File: config.mk
export PLATFORM = sky130hd
export DESIGN_NAME = gol_row_fetcher_flat
export DESIGN_NICKNAME = d
export VERILOG_FILES = /design/src/rtl/gol_pkg.sv /design/src/rtl/gol_row_fetcher_if.sv /design/src/rtl/gol_line_buffer.sv /design/src/rtl/gol_row_fetcher.sv /design/src/flat_wrapper.sv
export SDC_FILE = /design/constraint.sdc
export NUM_CORES = 1
export LEC_CHECK = 0
export BUFFER_PORTS_ARGS = -buffer_cell sky130_fd_sc_hd__buf_2
export CORE_ASPECT_RATIO = 1.4
export CORE_UTILIZATION = 30
export DETAILED_ROUTE_END_ITERATION = 10
export SYNTH_ARGS = -nofsm -noshare
export SYNTH_HDL_FRONTEND = slang
export SYNTH_SLANG_ARGS = --single-unit
File: constraint.sdc
create_clock -name clk -period 6 [get_ports clk]
set_input_delay 0.3 -clock clk [delete_from_list [all_inputs] [get_ports clk]]
set_output_delay 0.3 -clock clk [all_outputs]
set_load 0.02 [all_outputs]
File: src/rtl/gol_pkg.sv
// Shared constants and types for the Game of Life row fetcher: board geometry,
// VGA timing points and the fetch FSM state encoding.
package gol_pkg;

  localparam int unsigned LOG_W      = 6;
  localparam int unsigned LOG_H      = 5;
  localparam int unsigned CELL_SHIFT = 3;

  localparam int unsigned ROW_CELLS  = 1 << LOG_W;
  localparam int unsigned CELL_IDX_W = LOG_W + LOG_H;
  localparam int unsigned POP_W      = CELL_IDX_W + 1;
  localparam int unsigned PIX_W      = 10;

  typedef logic [PIX_W-1:0] pix_t;

  localparam pix_t FRAME_X0    = 10'd64;
  localparam pix_t FRAME_Y0    = 10'd112;
  localparam pix_t H_ACTIVE    = 10'd640;
  localparam pix_t H_TOTAL     = 10'd800;
  localparam pix_t V_TOTAL     = 10'd525;
  localparam pix_t FRAME_W_PIX = pix_t'(1 << (LOG_W + CELL_SHIFT));
  localparam pix_t FRAME_H_PIX = pix_t'(1 << (LOG_H + CELL_SHIFT));

  typedef enum logic [1:0] {
    StIdle,
    StReq,
    StDrain,
    StReady
  } fetch_state_e;

endpackage

File: src/rtl/gol_row_fetcher_if.sv
// Board memory read port: request/grant handshake, data one cycle after grant.
interface gol_row_fetcher_if;
  import gol_pkg::*;

  logic                  rd_req;
  logic [CELL_IDX_W-1:0] rd_addr;
  logic                  rd_gnt;
  logic                  rd_data;

  modport master (output rd_req, output rd_addr, input rd_gnt, input rd_data);
  modport slave  (input rd_req, input rd_addr, output rd_gnt, output rd_data);

endinterface

File: src/rtl/gol_line_buffer.sv
// Double-buffered board row: fetch writes the back half, the pixel path reads the
// front half, and a swap strobe exchanges them.
module gol_line_buffer
  import gol_pkg::*;
(
  input  logic             clk,
  input  logic             rst_n,
  input  logic             wr_en,
  input  logic [LOG_W-1:0] wr_addr,
  input  logic             wr_data,
  input  logic             swap,
  input  logic [LOG_W-1:0] front_idx,
  output logic             front_bit
);

  logic [ROW_CELLS-1:0] buf_q [2];
  logic                 front_sel_q;

  always_ff @(posedge clk or negedge rst_n) begin
    if (!rst_n) begin
      buf_q[0]    <= '0;
      buf_q[1]    <= '0;
      front_sel_q <= 1'b0;
    end else begin
      if (wr_en) begin
        buf_q[~front_sel_q][wr_addr] <= wr_data;
      end
      if (swap) begin
        front_sel_q <= ~front_sel_q;
      end
    end
  end

  assign front_bit = buf_q[front_sel_q][front_idx];

endmodule

File: src/rtl/gol_row_fetcher.sv
// Prefetches the next board row during hblank and serves one registered cell bit
// per pixel. Define GOL_ROW_FETCH_POPCOUNT_EN to count live cells per frame.
module gol_row_fetcher
  import gol_pkg::*;
(
  input  logic              clk,
  input  logic              rst_n,
  input  pix_t              pix_x,
  input  pix_t              pix_y,
  gol_row_fetcher_if.master rd,
  output logic              cell_alive,
  output logic              fetch_busy,
  output logic              underrun,
  output logic [POP_W-1:0]  pop_count
);

  fetch_state_e     state_q;
  logic [LOG_H-1:0] row_q;
  logic [LOG_W-1:0] col_q;
  logic             cap_en_q;
  logic [LOG_W-1:0] cap_col_q;
  logic             underrun_q;

  pix_t             next_line, line_off, x_off, y_off;
  logic             trigger, swap_pt, swap, in_x, in_y, front_bit;
  logic [LOG_W-1:0] front_idx;

  always_comb begin
    next_line = (pix_y == V_TOTAL - 10'd1) ? '0 : pix_y + 10'd1;
    line_off  = next_line - FRAME_Y0;
    // Fetch only ahead of the first line of each cell row.
    trigger   = (pix_x == H_ACTIVE) && (next_line >= FRAME_Y0) &&
                (line_off < FRAME_H_PIX) && (line_off[CELL_SHIFT-1:0] == '0);
    swap_pt   = (pix_x == H_TOTAL - 10'd1);
    swap      = swap_pt && (state_q == StReady);
    x_off     = pix_x - FRAME_X0;
    y_off     = pix_y - FRAME_Y0;
    in_x      = (pix_x >= FRAME_X0) && (x_off < FRAME_W_PIX);
    in_y      = (pix_y >= FRAME_Y0) && (y_off < FRAME_H_PIX);
    front_idx = x_off[CELL_SHIFT +: LOG_W];
  end

  always_ff @(posedge clk or negedge rst_n) begin
    if (!rst_n) begin
      state_q    <= StIdle;
      row_q      <= '0;
      col_q      <= '0;
      cap_en_q   <= 1'b0;
      cap_col_q  <= '0;
      underrun_q <= 1'b0;
    end else begin
      cap_en_q <= 1'b0;
      unique case (state_q)
        StIdle: begin
          if (trigger) begin
            row_q   <= line_off[CELL_SHIFT +: LOG_H];
            col_q   <= '0;
            state_q <= StReq;
          end
        end
        StReq: begin
          if (rd.rd_gnt) begin
            cap_en_q  <= 1'b1;
            cap_col_q <= col_q;
            col_q     <= col_q + 1'b1;
            if (col_q == '1) begin
              state_q <= StDrain;
            end
          end
          // Abort overrides any grant taken on the swap cycle.
          if (swap_pt) begin
            state_q    <= StIdle;
            underrun_q <= 1'b1;
          end
        end
        StDrain: begin
          if (swap_pt) begin
            state_q    <= StIdle;
            underrun_q <= 1'b1;
          end else begin
            state_q <= StReady;
          end
        end
        StReady: begin
          if (swap_pt) begin
            state_q <= StIdle;
          end
        end
      endcase
    end
  end

  gol_line_buffer u_line_buffer (
    .clk       (clk),
    .rst_n     (rst_n),
    .wr_en     (cap_en_q),
    .wr_addr   (cap_col_q),
    .wr_data   (rd.rd_data),
    .swap      (swap),
    .front_idx (front_idx),
    .front_bit (front_bit)
  );

  always_ff @(posedge clk or negedge rst_n) begin
    if (!rst_n) begin
      cell_alive <= 1'b0;
    end else begin
      cell_alive <= (in_x && in_y) ? front_bit : 1'b0;
    end
  end

  assign rd.rd_req   = (state_q == StReq);
  assign rd.rd_addr  = {row_q, col_q};
  assign fetch_busy  = (state_q != StIdle);
  assign underrun    = underrun_q;

`ifdef GOL_ROW_FETCH_POPCOUNT_EN
  logic [LOG_W:0]   row_acc_q;
  logic [POP_W-1:0] frame_acc_q;
  logic [POP_W-1:0] pop_q;

  // Row totals join the frame sum only when the row actually swaps in.
  always_ff @(posedge clk or negedge rst_n) begin
    if (!rst_n) begin
      row_acc_q   <= '0;
      frame_acc_q <= '0;
      pop_q       <= '0;
    end else begin
      if ((state_q == StIdle) && trigger) begin
        row_acc_q <= '0;
      end else if (cap_en_q && rd.rd_data) begin
        row_acc_q <= row_acc_q + 1'b1;
      end
      if ((pix_x == '0) && (pix_y == '0)) begin
        pop_q       <= frame_acc_q;
        frame_acc_q <= '0;
      end else if (swap) begin
        frame_acc_q <= frame_acc_q + POP_W'(row_acc_q);
      end
    end
  end

  assign pop_count = pop_q;
`else
  assign pop_count = '0;
`endif

endmodule

File: src/flat_wrapper.sv
// flat-port wrapper written by rule: the top's interface ports become plain ports
module gol_row_fetcher_flat import gol_pkg::*;
  (clk, rst_n, pix_x, pix_y, cell_alive, fetch_busy, underrun, pop_count, rd_rd_req, rd_rd_addr, rd_rd_gnt, rd_rd_data);
  gol_row_fetcher_if rd_i ();
  input  logic clk;
  input  logic rst_n;
  input  pix_t pix_x;
  input  pix_t pix_y;
  output logic cell_alive;
  output logic fetch_busy;
  output logic underrun;
  output logic [POP_W-1:0] pop_count;
  output wire logic [$bits(rd_i.rd_req)-1:0] rd_rd_req;
  output wire logic [$bits(rd_i.rd_addr)-1:0] rd_rd_addr;
  input wire logic [$bits(rd_i.rd_gnt)-1:0] rd_rd_gnt;
  input wire logic [$bits(rd_i.rd_data)-1:0] rd_rd_data;
  assign rd_rd_req = rd_i.rd_req;
  assign rd_rd_addr = rd_i.rd_addr;
  assign rd_i.rd_gnt = rd_rd_gnt;
  assign rd_i.rd_data = rd_rd_data;
  gol_row_fetcher u_core (.clk(clk), .rst_n(rst_n), .pix_x(pix_x), .pix_y(pix_y), .rd(rd_i), .cell_alive(cell_alive), .fetch_busy(fetch_busy), .underrun(underrun), .pop_count(pop_count));
endmodule
==> results.cfg <==
[worst_setup_path]
critPathMaxFanout = 19
reg2reg_depth = 6
cp-start-kind = flop
critPathCaptureType = flop
worstPathArrival_ns = 3.37
critical_path_class = flop to flop
required_ns = 6.31

[power]
p_leak_nw = 4.06
cellPowerDensity_nw_per_um2 = 279
vdd_drop_max_uv = 205

[worst_hold_path]
min_path_type = primary input to flop
hold_depth = 3

[logic_synthesis]
synth.top_cell.area_share = 0.450
synth_edf_count = 0
yosysMostFrequentCell = dfrtp_1
ys.flop_type = dfrtp_1
synth-seq-area-share = 0.450
async_flop_share = 1.00
synthTopCellsByCount = dfrtp_1, nor2_1, mux2_2, nand2_1, clkbuf_1
yosysTopAreaCell = dfrtp_1
synth_cell_types = 61
synth_area_leaders = dfrtp_1, mux2_2, mux4_2
ys_ff_latch = 151
yosysWarnings = 0
syn_area_per_cell_um2 = 11.2
synth.cell_area_um2 = 8390
netlist_instances = 752

[cts]
clock_latency_ns = 0.42
cts.path.max_buffers = 2
h-tree-depth = 4
tritoncts = done
cts_sinks = 151
clk_pin_slew_worst_paths_ns = 0.06
cts_resized = 0
cts_buffers = 17
cts_root_buf = clkbuf_16

[route]
antenna_left = 0
drt_first_pass_iters = 5
viasPerCell = 5.07
wl_per_cell_um = 18.6
num_vias = 5810
drc_errors = 0
routed_wl_mm = 21.4
first_iter_violations = 395

[timing]
rsz0062_at_grt = false
setup-tns-final_ns = 0
fmax_mhz = 326
final-setup-viol-count = 0
fin_crit_ns = 3.07
slew_headroom = 0.352
finalHoldWorstSlack_ns = 0.282
min_period_over_period = 0.511
finalHoldViolCount = 0
maxSlewViolCount = 0
fin_skew_ns = 0.00500
tightest_slew_ns = 0.971

[grt]
grt_use_met2 = 0.277
grt_max_degree = 81
met1_usage = 0.197
grt_pass1_wl_mm = 34.2
top_usage_layer = met2
grt_overflow_total = 0
met3_usage = 0.0272
grt_pass1_vias = 5974
grtUsageTotal = 0.159
antenna_found_initial = 0

[layout]
area_delta_synth_final_pct = 12.3
layout-drive-gt1-share = 0.315
num-nets-final = 801
n_antenna_cell = 0

[status]
outcome = complete, no violations

[run]
max_cap_violations = 0

[floorplanning]
die_width_um = 143
rows = 72
core_um2 = 27600
die_height_um = 200
die_area_um2 = 28700
start_util = 0.304
io_pins = 51

[place]
place.gp.congestion = 0.802
port_buffers = 38
place_hpwl_mm = 14.1
-- worst paths after layout --
path | start | to | slack [ns]
min in group asynchronous | rst_n | u_core.row_q[1] | 0.47
setup / recovery | u_core.u_line_buffer.front_sel_q | u_core.cell_alive | 2.93
max in group asynchronous | rst_n | u_core.u_line_buffer.buf_q[126] | 4.12
hold / removal | rd_rd_gnt | u_core.col_q[2] | 0.28
setup reg to reg | u_core.u_line_buffer.front_sel_q | u_core.cell_alive | 2.93
hold reg to reg | u_core.underrun | u_core.underrun | 0.46
-- routing by layer --
layer / vias to the layer above / part of all wire / routed length, um
met4: 0 / 0.017 / 368
met1: 2977 / 0.43 / 9220
met5: - / 0 / 0
li1: 2681 / - / -
met2: 131 / 0.51 / 11000
met3: 21 / 0.037 / 786
-- layout by cell type, fill, tap and decap left out, types with 7 or more instances in the layout --
master / n
buf_2: 37
clkbuf_16: 17
conb_1: 12
dfrtp_1: 150
ha_1: 12
inv_1: 22
mux2_2: 124
mux4_2: 37
nand2_1: 46
nand2b_1: 11
nand3_1: 24
nand4_1: 8
nor2_1: 134
nor4_1: 8
o21ai_0: 18
xor2_1: 7
-- through the flow --
| step | utilization | instances | cell area, um^2 | total power [mW] | setup WS [ns] |
|---|---|---|---|---|---|
| 2_1_floorplan | - | 763 | 8430 | 1.42 | 3.10 |
| 3_3_place_gp | 0.320 | 1115 | 8830 | 1.56 | 2.73 |
| 3_5_place_dp | 0.320 | 1115 | 8830 | 1.57 | 2.64 |
| 4_1_cts | 0.342 | 1147 | 9420 | 2.64 | 2.89 |
| 5_1_grt | 0.342 | 1147 | 9420 | 2.73 | 2.76 |
| 6_report | 0.342 | 1147 | 9420 | 2.62 | 2.93 |
-- cell families after synthesis --
kind of cell    after synthesis  share of synthesized area
mux                         166                      0.272
other cells                   1                   0.000447
simple gates                266                      0.148
flops                       151                      0.450
fa+ha+maj                    12                     0.0179
buf+inv                      83                     0.0461
compound gates               61                     0.0535
xor+xnor                     12                     0.0125
-- layout make-up --
cell class | instances | area [um^2]
multi-input cells | 529 | 4270
repair buffers | 44 | 244
clock inverters | 8 | 96.3
inverters | 22 | 82.6
fillers | 2767 | 18100
clock buffers | 23 | 488
well taps | 370 | 463
flip-flops and latches | 151 | 3780
-- where the power goes --
part | internal, mW | switching (mW) | leakage (nW) | total, mW
combinational | 0.135 | 0.310 | 1.74 | 0.444
clock | 0.652 | 0.418 | 0.289 | 1.07
sequential | 1.06 | 0.0475 | 2.04 | 1.11
total | 1.85 | 0.775 | 4.06 | 2.62
-- timing repair --
action / 4_1_cts / 5_1_grt
endpoints found under the hold margin: 79 / 0
hold buffers: 1 / 0
buffers inserted: 0 / 0
-- critical path, cell delays in order (launching register included) --
cell,delay [ns]
dfrtp_2,0.72
buf_4,0.48
mux4_2,0.56
mux4_2,0.52
mux4_2,0.51
nor2_1,0.10
nor2_1,0.04
-- sequential cells by signal (all words and copies together) (netlist names) --
name and flops:
u_core.cap_col_q 6, u_core.cap_en_q 1, u_core.cell_alive 1, u_core.col_q 6, u_core.row_q 5, u_core.state_q 2
u_core.u_line_buffer.buf_q 128, u_core.u_line_buffer.front_sel_q 1, u_core.underrun 1
Note: power is estimated with default switching activity, not from simulation.
